--- config.mk ---
export PLATFORM = sky130hd
export DESIGN_NAME = dl_sequencer
export DESIGN_NICKNAME = d
export VERILOG_FILES = /design/src/rtl/williams2_pkg.sv /design/src/rtl/dl_sequencer.sv
export SDC_FILE = /design/constraint.sdc
export NUM_CORES = 1
export LEC_CHECK = 0
export ABC_AREA = 1
export BUFFER_PORTS_ARGS = -buffer_cell sky130_fd_sc_hd__clkbuf_2
export CAP_MARGIN = 10
export CORE_UTILIZATION = 50
export CTS_BUF_LIST = sky130_fd_sc_hd__clkbuf_8
export CTS_CLUSTER_DIAMETER = 100
export DETAILED_ROUTE_END_ITERATION = 8
export PLACE_DENSITY = 0.76
export SYNTH_ARGS = -nofsm -noshare
export SYNTH_HDL_FRONTEND = slang
export SYNTH_SLANG_ARGS = --single-unit
--- constraint.sdc ---
create_clock -name clock_12 -period 2.8 [get_ports clock_12]
set_input_delay 0.56 -clock clock_12 [delete_from_list [all_inputs] [get_ports clock_12]]
set_output_delay 0.56 -clock clock_12 [all_outputs]
set_load 0.01 [all_outputs]
--- src/rtl/williams2_pkg.sv ---
// Shared types and default sizing for the Williams-2 ROM download sequencer.
package williams2_pkg;

    typedef enum logic [2:0] {
        ST_BOOT,
        ST_LOAD,
        ST_SETTLE,
        ST_RUN,
        ST_FAULT
    } state_e;

    localparam logic [17:0] EXP_LEN_DEF       = 18'd172032;
    localparam logic [15:0] SETTLE_CYCLES_DEF = 16'd1024;
    localparam logic [17:0] BYTE_COUNT_MAX    = 18'h3FFFF;

    function automatic logic [17:0] sat_inc(input logic [17:0] v);
        return (v == BYTE_COUNT_MAX) ? v : v + 18'd1;
    endfunction

endpackage

--- src/rtl/dl_sequencer.sv ---
// Forwards an index-0 HPS download into the core's ROM, validates its length,
// and holds the core in reset until a good image has settled.
module dl_sequencer
    import williams2_pkg::*;
#(
    parameter logic [17:0] EXP_LEN       = EXP_LEN_DEF,
    parameter logic [15:0] SETTLE_CYCLES = SETTLE_CYCLES_DEF
) (
    input  logic        clock_12,
    input  logic        reset,
    input  logic        dl_active,
    input  logic [15:0] dl_index,
    input  logic        dl_wr,
    input  logic [24:0] dl_addr,
    input  logic [7:0]  dl_data,
    input  logic        user_reset,
    output logic [17:0] dn_addr,
    output logic [7:0]  dn_data,
    output logic        dn_wr,
    output logic        core_reset,
    output logic        rom_ok,
    output logic        rom_err,
    output logic [17:0] byte_count
);

    state_e      state_q, state_d;
    logic        dl_active_q, dl_active_d;
    logic        armed_q, armed_d;
    logic [17:0] byte_count_q, byte_count_d;
    logic        ovf_q, ovf_d;
    logic        rom_err_q, rom_err_d;
    logic [15:0] settle_q, settle_d;
    logic        dn_wr_q, dn_wr_d;
    logic [17:0] dn_addr_q, dn_addr_d;
    logic [7:0]  dn_data_q, dn_data_d;
    logic        core_reset_q, core_reset_d;
    logic        dl_rise, dl_fall;

    // NOTE: every always_comb output gets a default first so no path leaves it unassigned (no latch).
    always_comb begin
        state_d      = state_q;
        dl_active_d  = dl_active;
        // A download already in progress when reset lifts must not look like a fresh rise.
        armed_d      = armed_q | ~dl_active;
        byte_count_d = byte_count_q;
        ovf_d        = ovf_q;
        rom_err_d    = rom_err_q;
        settle_d     = settle_q;
        dn_wr_d      = 1'b0;
        dn_addr_d    = dn_addr_q;
        dn_data_d    = dn_data_q;
        dl_rise      = dl_active & ~dl_active_q & armed_q;
        dl_fall      = ~dl_active & dl_active_q;

        case (state_q)
            ST_LOAD: begin
                if (dl_wr) begin
                    if (dl_addr < {7'd0, EXP_LEN}) begin
                        dn_wr_d      = 1'b1;
                        dn_addr_d    = dl_addr[17:0];
                        dn_data_d    = dl_data;
                        byte_count_d = sat_inc(byte_count_q);
                    end else begin
                        ovf_d = 1'b1;
                    end
                end
                // Judge on the _d values so a write coinciding with the fall is counted.
                if (dl_fall) begin
                    if (byte_count_d == EXP_LEN && !ovf_d) begin
                        state_d  = ST_SETTLE;
                        settle_d = SETTLE_CYCLES - 16'd1;
                    end else begin
                        state_d   = ST_FAULT;
                        rom_err_d = 1'b1;
                    end
                end
            end
            ST_SETTLE: begin
                if (settle_q == 16'd0) state_d  = ST_RUN;
                else                   settle_d = settle_q - 16'd1;
            end
            default: ;
        endcase

        if (dl_rise && dl_index == 16'd0) begin
            state_d      = ST_LOAD;
            byte_count_d = 18'd0;
            ovf_d        = 1'b0;
            rom_err_d    = 1'b0;
        end

        core_reset_d = (state_d != ST_RUN) | user_reset;
    end

    // NOTE: sequential state uses non-blocking assignments so all flops update from pre-edge values.
    always_ff @(posedge clock_12 or posedge reset) begin
        if (reset) begin
            state_q      <= ST_BOOT;
            dl_active_q  <= 1'b0;
            armed_q      <= 1'b0;
            byte_count_q <= 18'd0;
            ovf_q        <= 1'b0;
            rom_err_q    <= 1'b0;
            settle_q     <= 16'd0;
            dn_wr_q      <= 1'b0;
            dn_addr_q    <= 18'd0;
            dn_data_q    <= 8'd0;
            core_reset_q <= 1'b1;
        end else begin
            state_q      <= state_d;
            dl_active_q  <= dl_active_d;
            armed_q      <= armed_d;
            byte_count_q <= byte_count_d;
            ovf_q        <= ovf_d;
            rom_err_q    <= rom_err_d;
            settle_q     <= settle_d;
            dn_wr_q      <= dn_wr_d;
            dn_addr_q    <= dn_addr_d;
            dn_data_q    <= dn_data_d;
            core_reset_q <= core_reset_d;
        end
    end

    assign dn_addr    = dn_addr_q;
    assign dn_data    = dn_data_q;
    assign dn_wr      = dn_wr_q;
    assign core_reset = core_reset_q;
    assign rom_ok     = (state_q == ST_RUN);
    assign rom_err    = rom_err_q;
    assign byte_count = byte_count_q;

endmodule

Word level (Yosys, flattened, before mapping)
Cells that the tools add are included.
Operators by class
  $add $sub $neg: 2
  order comparisons: 1
  equality and inequality tests: 10
  muxes and demuxes: 27
  bitwise gates (word level): 7
  reduce and logical (&&, ||, !) cells: 11
Operators with widths (number)
  2-to-1 mux 18 bit: 6
  2-to-1 mux 16 bit: 3
  == test 18 bit (second input constant): 2
  logical NOT 16 bit: 2
  case mux 16 bit (2 select lines): 1
  < comparator 25 x 18 -> 1 bit (second input constant): 1
  adder 18 x 1 -> 18 bit (second input constant): 1
  subtractor 16 x 1 -> 16 bit (second input constant): 1
  2-to-1 mux 1 bit: 12
  2-to-1 mux 3 bit: 4
  == test 3 x 2 -> 1 bit (second input constant): 2
  != test 2 bit (second input constant): 3
  case mux 3 bit (2 select lines): 1
  AND reduction 3 bit: 2
  nonzero test 2 bit: 3
  AND reduction 4 bit: 1
  AND 1 bit: 3
  == test 3 x 1 -> 1 bit (second input constant): 1
  != test 3 x 2 -> 1 bit (second input constant): 1
  logical AND 1 bit: 2
  != test 2 x 1 -> 1 bit (second input constant): 1
  inverter 1 bit: 2
  OR 1 bit: 2
  logical NOT 1 bit: 1
Word-level totals
  bits in registers: 69
  input bits: 54
  word-level logic and storage cells: 69

Depth between registers and ports, before layout
  word-level depth: 13
  mapped depth: 19
  gate-level depth less buffers: 18

Worst setup path after synthesis
No wires, ideal clock.
  path kind: input port to flip-flop
  start point: input port dl_addr[19]
  end point: register settle_q[5]
  setup time: 0.123 ns
  arrival: 2.234 ns
  slack: 0.443 ns
  stages: 14
  path through: nor2_1 > nand2_1 > nor2_1 > nand2_1 > nor2_4 > buf_2 > nand3_1 > nand2_1 > nand2_1 > nor3_4 > nand4_4 > buf_2 > nand3_1 > nand2_1
On the way
  longest elaborated chain between the ends: 8
  elaborated cells between the ends (all ways): 12
  classes of those cells: 1 x order compare; 2 x eq/ne; 6 x mux; 3 x reduce/logical
RTL lines
  start: declaration: RTL line dl_sequencer.sv:14  | input logic [24:0] dl_addr,
  < comparator 25 x 18 -> 1 bit *: RTL line dl_sequencer.sv:58  | if (dl_addr < {7'd0, EXP_LEN}) begin
  2-to-1 mux 18 bit or 2-to-1 mux 1 bit (tied branches): RTL line dl_sequencer.sv:58
  2-to-1 mux 18 bit or 2-to-1 mux 1 bit (tied branches): RTL line dl_sequencer.sv:57  | if (dl_wr) begin
  2-to-1 mux 18 bit or 2-to-1 mux 1 bit (tied branches): RTL line dl_sequencer.sv:55  | case (state_q)
  == test 18 bit or logical NOT 1 bit (tied branches): RTL line dl_sequencer.sv:69  | if (byte_count_d == EXP_LEN && !ovf_d) begin
  logical AND 1 bit *: RTL line dl_sequencer.sv:69
  != test 2 bit (no line) *
  AND reduction 4 bit (no line) *
  end signal: assignment: RTL line dl_sequencer.sv:116  | settle_q <= settle_d;
  end: declaration: RTL line dl_sequencer.sv:32  | logic [15:0] settle_q, settle_d;
Mark *: on every way between the ends. The rest lies on a longest branch, timed or not. The select of a mux whose other input is x is not followed.
A chain may end at the register's enable or synchronous reset.

Worst setup path after layout
  start point: register byte_count_q[1] (netlist: byte_count[1])
  end point: register settle_q[6]
On the way
  longest elaborated chain between the ends: 9
  elaborated cells between the ends (all ways): 10
  classes of those cells: 1 x add/sub; 3 x eq/ne; 4 x mux; 2 x reduce/logical
RTL lines
  start: declaration: RTL line dl_sequencer.sv:29  | logic [17:0] byte_count_q, byte_count_d;
  start signal: assignment: RTL line dl_sequencer.sv:113  | byte_count_q <= byte_count_d;
  adder 18 x 1 -> 18 bit or == test 18 bit (tied branches): RTL line williams2_pkg.sv:17  | return (v == BYTE_COUNT_MAX) ? v : v + 18'd1;
  2-to-1 mux 18 bit: RTL line williams2_pkg.sv:17
  2-to-1 mux 18 bit: RTL line dl_sequencer.sv:58
  2-to-1 mux 18 bit *: RTL line dl_sequencer.sv:57
  2-to-1 mux 18 bit *: RTL line dl_sequencer.sv:55
  == test 18 bit *: RTL line dl_sequencer.sv:69
  logical AND 1 bit *: RTL line dl_sequencer.sv:69
  != test 2 bit (no line) *
  AND reduction 4 bit (no line) *
Marked as above.

==> summary.md <==
| Metric | Value |
|---|---|
| CP cell instances | `ha_1 > nand2_1 > nor2_4 > nand2_4 > nor2_8 > nand3_2 > clkinv_1 > nand2_1 > nand3_1 > nand3_2 > nor3_4 > nand4_4 > buf_4 > nand3_1 > nand2_1` |
| R2R depth | `15` |
| CP Max Fanout | `15` |
| Post-synth EDFFs | `0` |
| Clock network power share | `44.3%` |
| Via density per instance | `5.359` |
| Max Root-Sink Buffers | `2` |
| FF-to-FF setup slack | `0.22 ns` |
| Initial Utilization | `51.76%` |
| Switch Pwr | `478.2 uW` |
| Die height | `91.67 um` |
| Total CTS buffers | `9` |
| Post-Syn Area per Cell | `7.323 um^2` |
| Status | `completed` |
| Nets | `714` |
| CP required | `3.04 ns` |
| Htree depth | `3` |
| Hold Slack | `0.2548 ns` |
| Global route total overflow | `0` |
| CTS tree | `built` |
| Final Cycle Share | `92.20%` |
| Skew-Pair Late Insertion Delay | `0.36 ns` |
| GP Congestion | `0.9277` |
| Relative slew margins | `57.11%` |
| Max Fclk | `0.3874 GHz` |
| DRC Markers | `0` |
| Boundary pin count | `102` |
| Cell area after layout | `0.004897 mm^2` |
| RR Startpoint | `byte_count[1]` |
| Core ar. | `0.007767 mm^2` |
| Row count | `32` |
| Buffers & Inverters on Critical Path | `2` |
| Cells after DPL | `746` |
| Vias | `4100` |
| Final Max Tran Viols | `0` |
| Combinational power share | `4.1%` |
| Seq cells post-synth | `69` |
| Vias in the first global route | `3855` |
| Synth Instances | `549` |
| Final wirelength | `10290 um` |
| HP Class | `input port to async pin` |
| CTS Sinks | `69` |
| Sw Ratio | `24.69%` |
| Antenna violations before repair | `0` |
| Global Route Usage Sum | `26.72%` |
| Max IR drop VDD | `0.0002709 V` |
| Top cell by count, worst path | `nand2_1` |
| Sequential fraction of design power | `51.6%` |
| Port bufs | `101` |
| Setup Total Neg Slack | `0 ns` |
| Post-synth top flop | `dfrtp_1` |
| DR iter-0 viols | `258` |
| CP max stage cell | `dfrtp_1` |
| Most frequent cells in the layout | `nand2_1 (189), clkbuf_2 (101), dfrtp_1 (68), nor2_1 (55), nand3_1 (47)` |
| Area delta synth->final | `21.82%` |
| Most common cell after layout, fill and taps aside | `nand2_1` |
| Full die area | `0.008402 mm^2` |
| Syn Nets | `605` |
| Critical Path End Type | `flip-flop` |
| RR Endpoint | `settle_q[6]` |
| Int Pwr | `1.459 mW` |
| RSZ-0062 raised after global routing | `false` |
| DRT Pass-1 Iters | `5` |
| Post-synthesis sequential area ratio | `42.98%` |
| Kind of critical path | `flip-flop to flip-flop` |
| Area of the multi-input gates | `0.002026 mm^2` |
| Dpl hpwl | `7472 um` |
| Worst Skew | `0.01302 ns` |
| PD cells | `395.5 mW/mm^2` |
| Die width | `91.67 um` |
| Critical Path Max Stage Delay | `0.41 ns` |
| Startpoint types | `flip-flop` |
| Largest net degree at the start of global routing | `42` |
| Cell Area, Placed | `0.004662 mm^2` |
| Pleak | `2.727 nW` |
| Synthesis Warnings | `0` |
| Layout cells sized above 1 | `23.68%` |
| Mapped Area | `0.004020 mm^2` |
| Final Hold Fails | `0` |
| Final setup vio count | `0` |
| Mean routed wirelength per cell | `13.46 um` |
| CTS Root Cell | `clkbuf_8` |
| First-pass GRT wire length | `17770 um` |
| Reg area | `0.001728 mm^2` |
| MaxCap Viol Count | `0` |
| Antenna cells | `0` |
| Synth async-reset ratio | `100.0%` |
| Data arrival time of the critical path | `2.82 ns` |
| Fin cells | `765` |
| Yosys cell types | `36` |
| Worst-path clk slew | `0.09 ns` |
| Fillers | `718` |
| Routed Antenna Nets | `0` |
| Top delay family on crit path | `simple AND/OR/NAND/NOR gates` |
| Worst Tran Pin Value | `0.6424 ns` |
| Fin crit period | `2.581 ns` |
## synth_stat cells, drive strengths merged, types with 5 or more instances
library cell / number / share of area (%)
nand2: 194 / 19
dfrtp: 68 / 42
nor2: 64 / 7.2
nand3: 51 / 7.0
inv: 48 / 4.5
o21ai: 27 / 3.4
nand4: 24 / 4.1
nor3: 12 / 2.0
xor2: 9 / 2.0
buf: 8 / 1.6
clkbuf: 8 / 0.75
o22ai: 8 / 1.2
a21oi: 6 / 0.75
xnor2: 6 / 1.3
nor4: 5 / 0.78
## layout make-up
class | instances | area share [%]
multi-input combinational | 415 | 41.36
inverter | 50 | 3.832
clock inverter | 7 | 1.712
sequential | 69 | 35.28
clock buffer | 9 | 2.529
tap | 102 | 2.606
timing repair buffer | 113 | 12.67
## timing repair
action | in CTS | in global routing
setup buffers | 0 | 2
hold buffers | 0 | 0
gates resized for setup | 0 | 1
endpoints found under the setup margin | 0 | 19
## worst register-to-register path, cell delays in order (launching register included)
cell and delay, ns:
dfrtp_1 0.41, ha_1 0.23, nand2_1 0.11, nor2_4 0.15, nand2_4 0.09, nor2_8 0.13, nand3_2 0.27, clkinv_1 0.10
nand2_1 0.08, nand3_1 0.12, nand3_2 0.11, nor3_4 0.19, nand4_4 0.12, buf_4 0.22, nand3_1 0.09, nand2_1 0.06
## worst max path at each step
stage / start / end / slack (ns) / cells after the start
6_report: byte_count[1] / settle_q[6] / 0.22 / 15
5_1_grt: byte_count[1] / settle_q[5] / 0.003 / 17
4_1_cts: byte_count[1] / settle_q[7] / 0.08 / 17
3_5_place_dp: byte_count[1] / settle_q[7] / 0.1 / 17
3_3_place_gp: dl_addr[19] / settle_q[9] / 0.25 / 17
2_1_floorplan: dl_addr[19] / settle_q[5] / 0.44 / 14
## power by group through the flow
| stage | registers, mW | logic (mW) | clock network (mW) |
|---|---|---|---|
| finish | 0.999 | 0.0800 | 0.858 |
| global route | 0.999 | 0.0923 | 0.923 |
| CTS | 0.999 | 0.0822 | 0.879 |
| detailed placement | 1.02 | 0.0818 | 0 |
| global placement | 1.02 | 0.0803 | 0 |
| floorplan | 1.02 | 0.0279 | 0 |
## kinds of logic after synthesis
kind of cell	count (synthesis)	share of synthesized area, %
simple gates	355	40.59
flops	69	42.98
buf+inv	66	7.003
compound gates	42	5.540
xor+xnor	15	3.268
fa+ha+maj	2	0.6224
## routing by layer
metal / global-route usage (%) / wire length [um] / up-vias
met5: 0 / 0 / -
met4: 7.937 / 124 / 0
met3: 5.058 / 887 / 13
met2: 43.48 / 4782 / 196
met1: 36.33 / 4500 / 1892
li1: - / - / 1999
## sequential cells by signal, summed over array words and instances, names as in the netlist
| name | flops |
|---|---|
| armed_q | 1 |
| byte_count | 18 |
| core_reset | 1 |
| dl_active_q | 1 |
| dn_addr | 18 |
| dn_data | 8 |
| dn_wr | 1 |
| ovf_q | 1 |
| rom_err | 1 |
| settle_q | 16 |
| state_q | 3 |
## stage by stage
step,utilization (%),power [mW],setup slack [ns]
floorplan,-,1.047,0.4434
global placement,60.02,1.099,0.2458
detailed placement,60.02,1.101,0.09905
CTS,62.69,1.961,0.08268
global route,63.05,2.014,0.002937
finish,63.05,1.937,0.2185
Power figures use the tool's default switching activity.
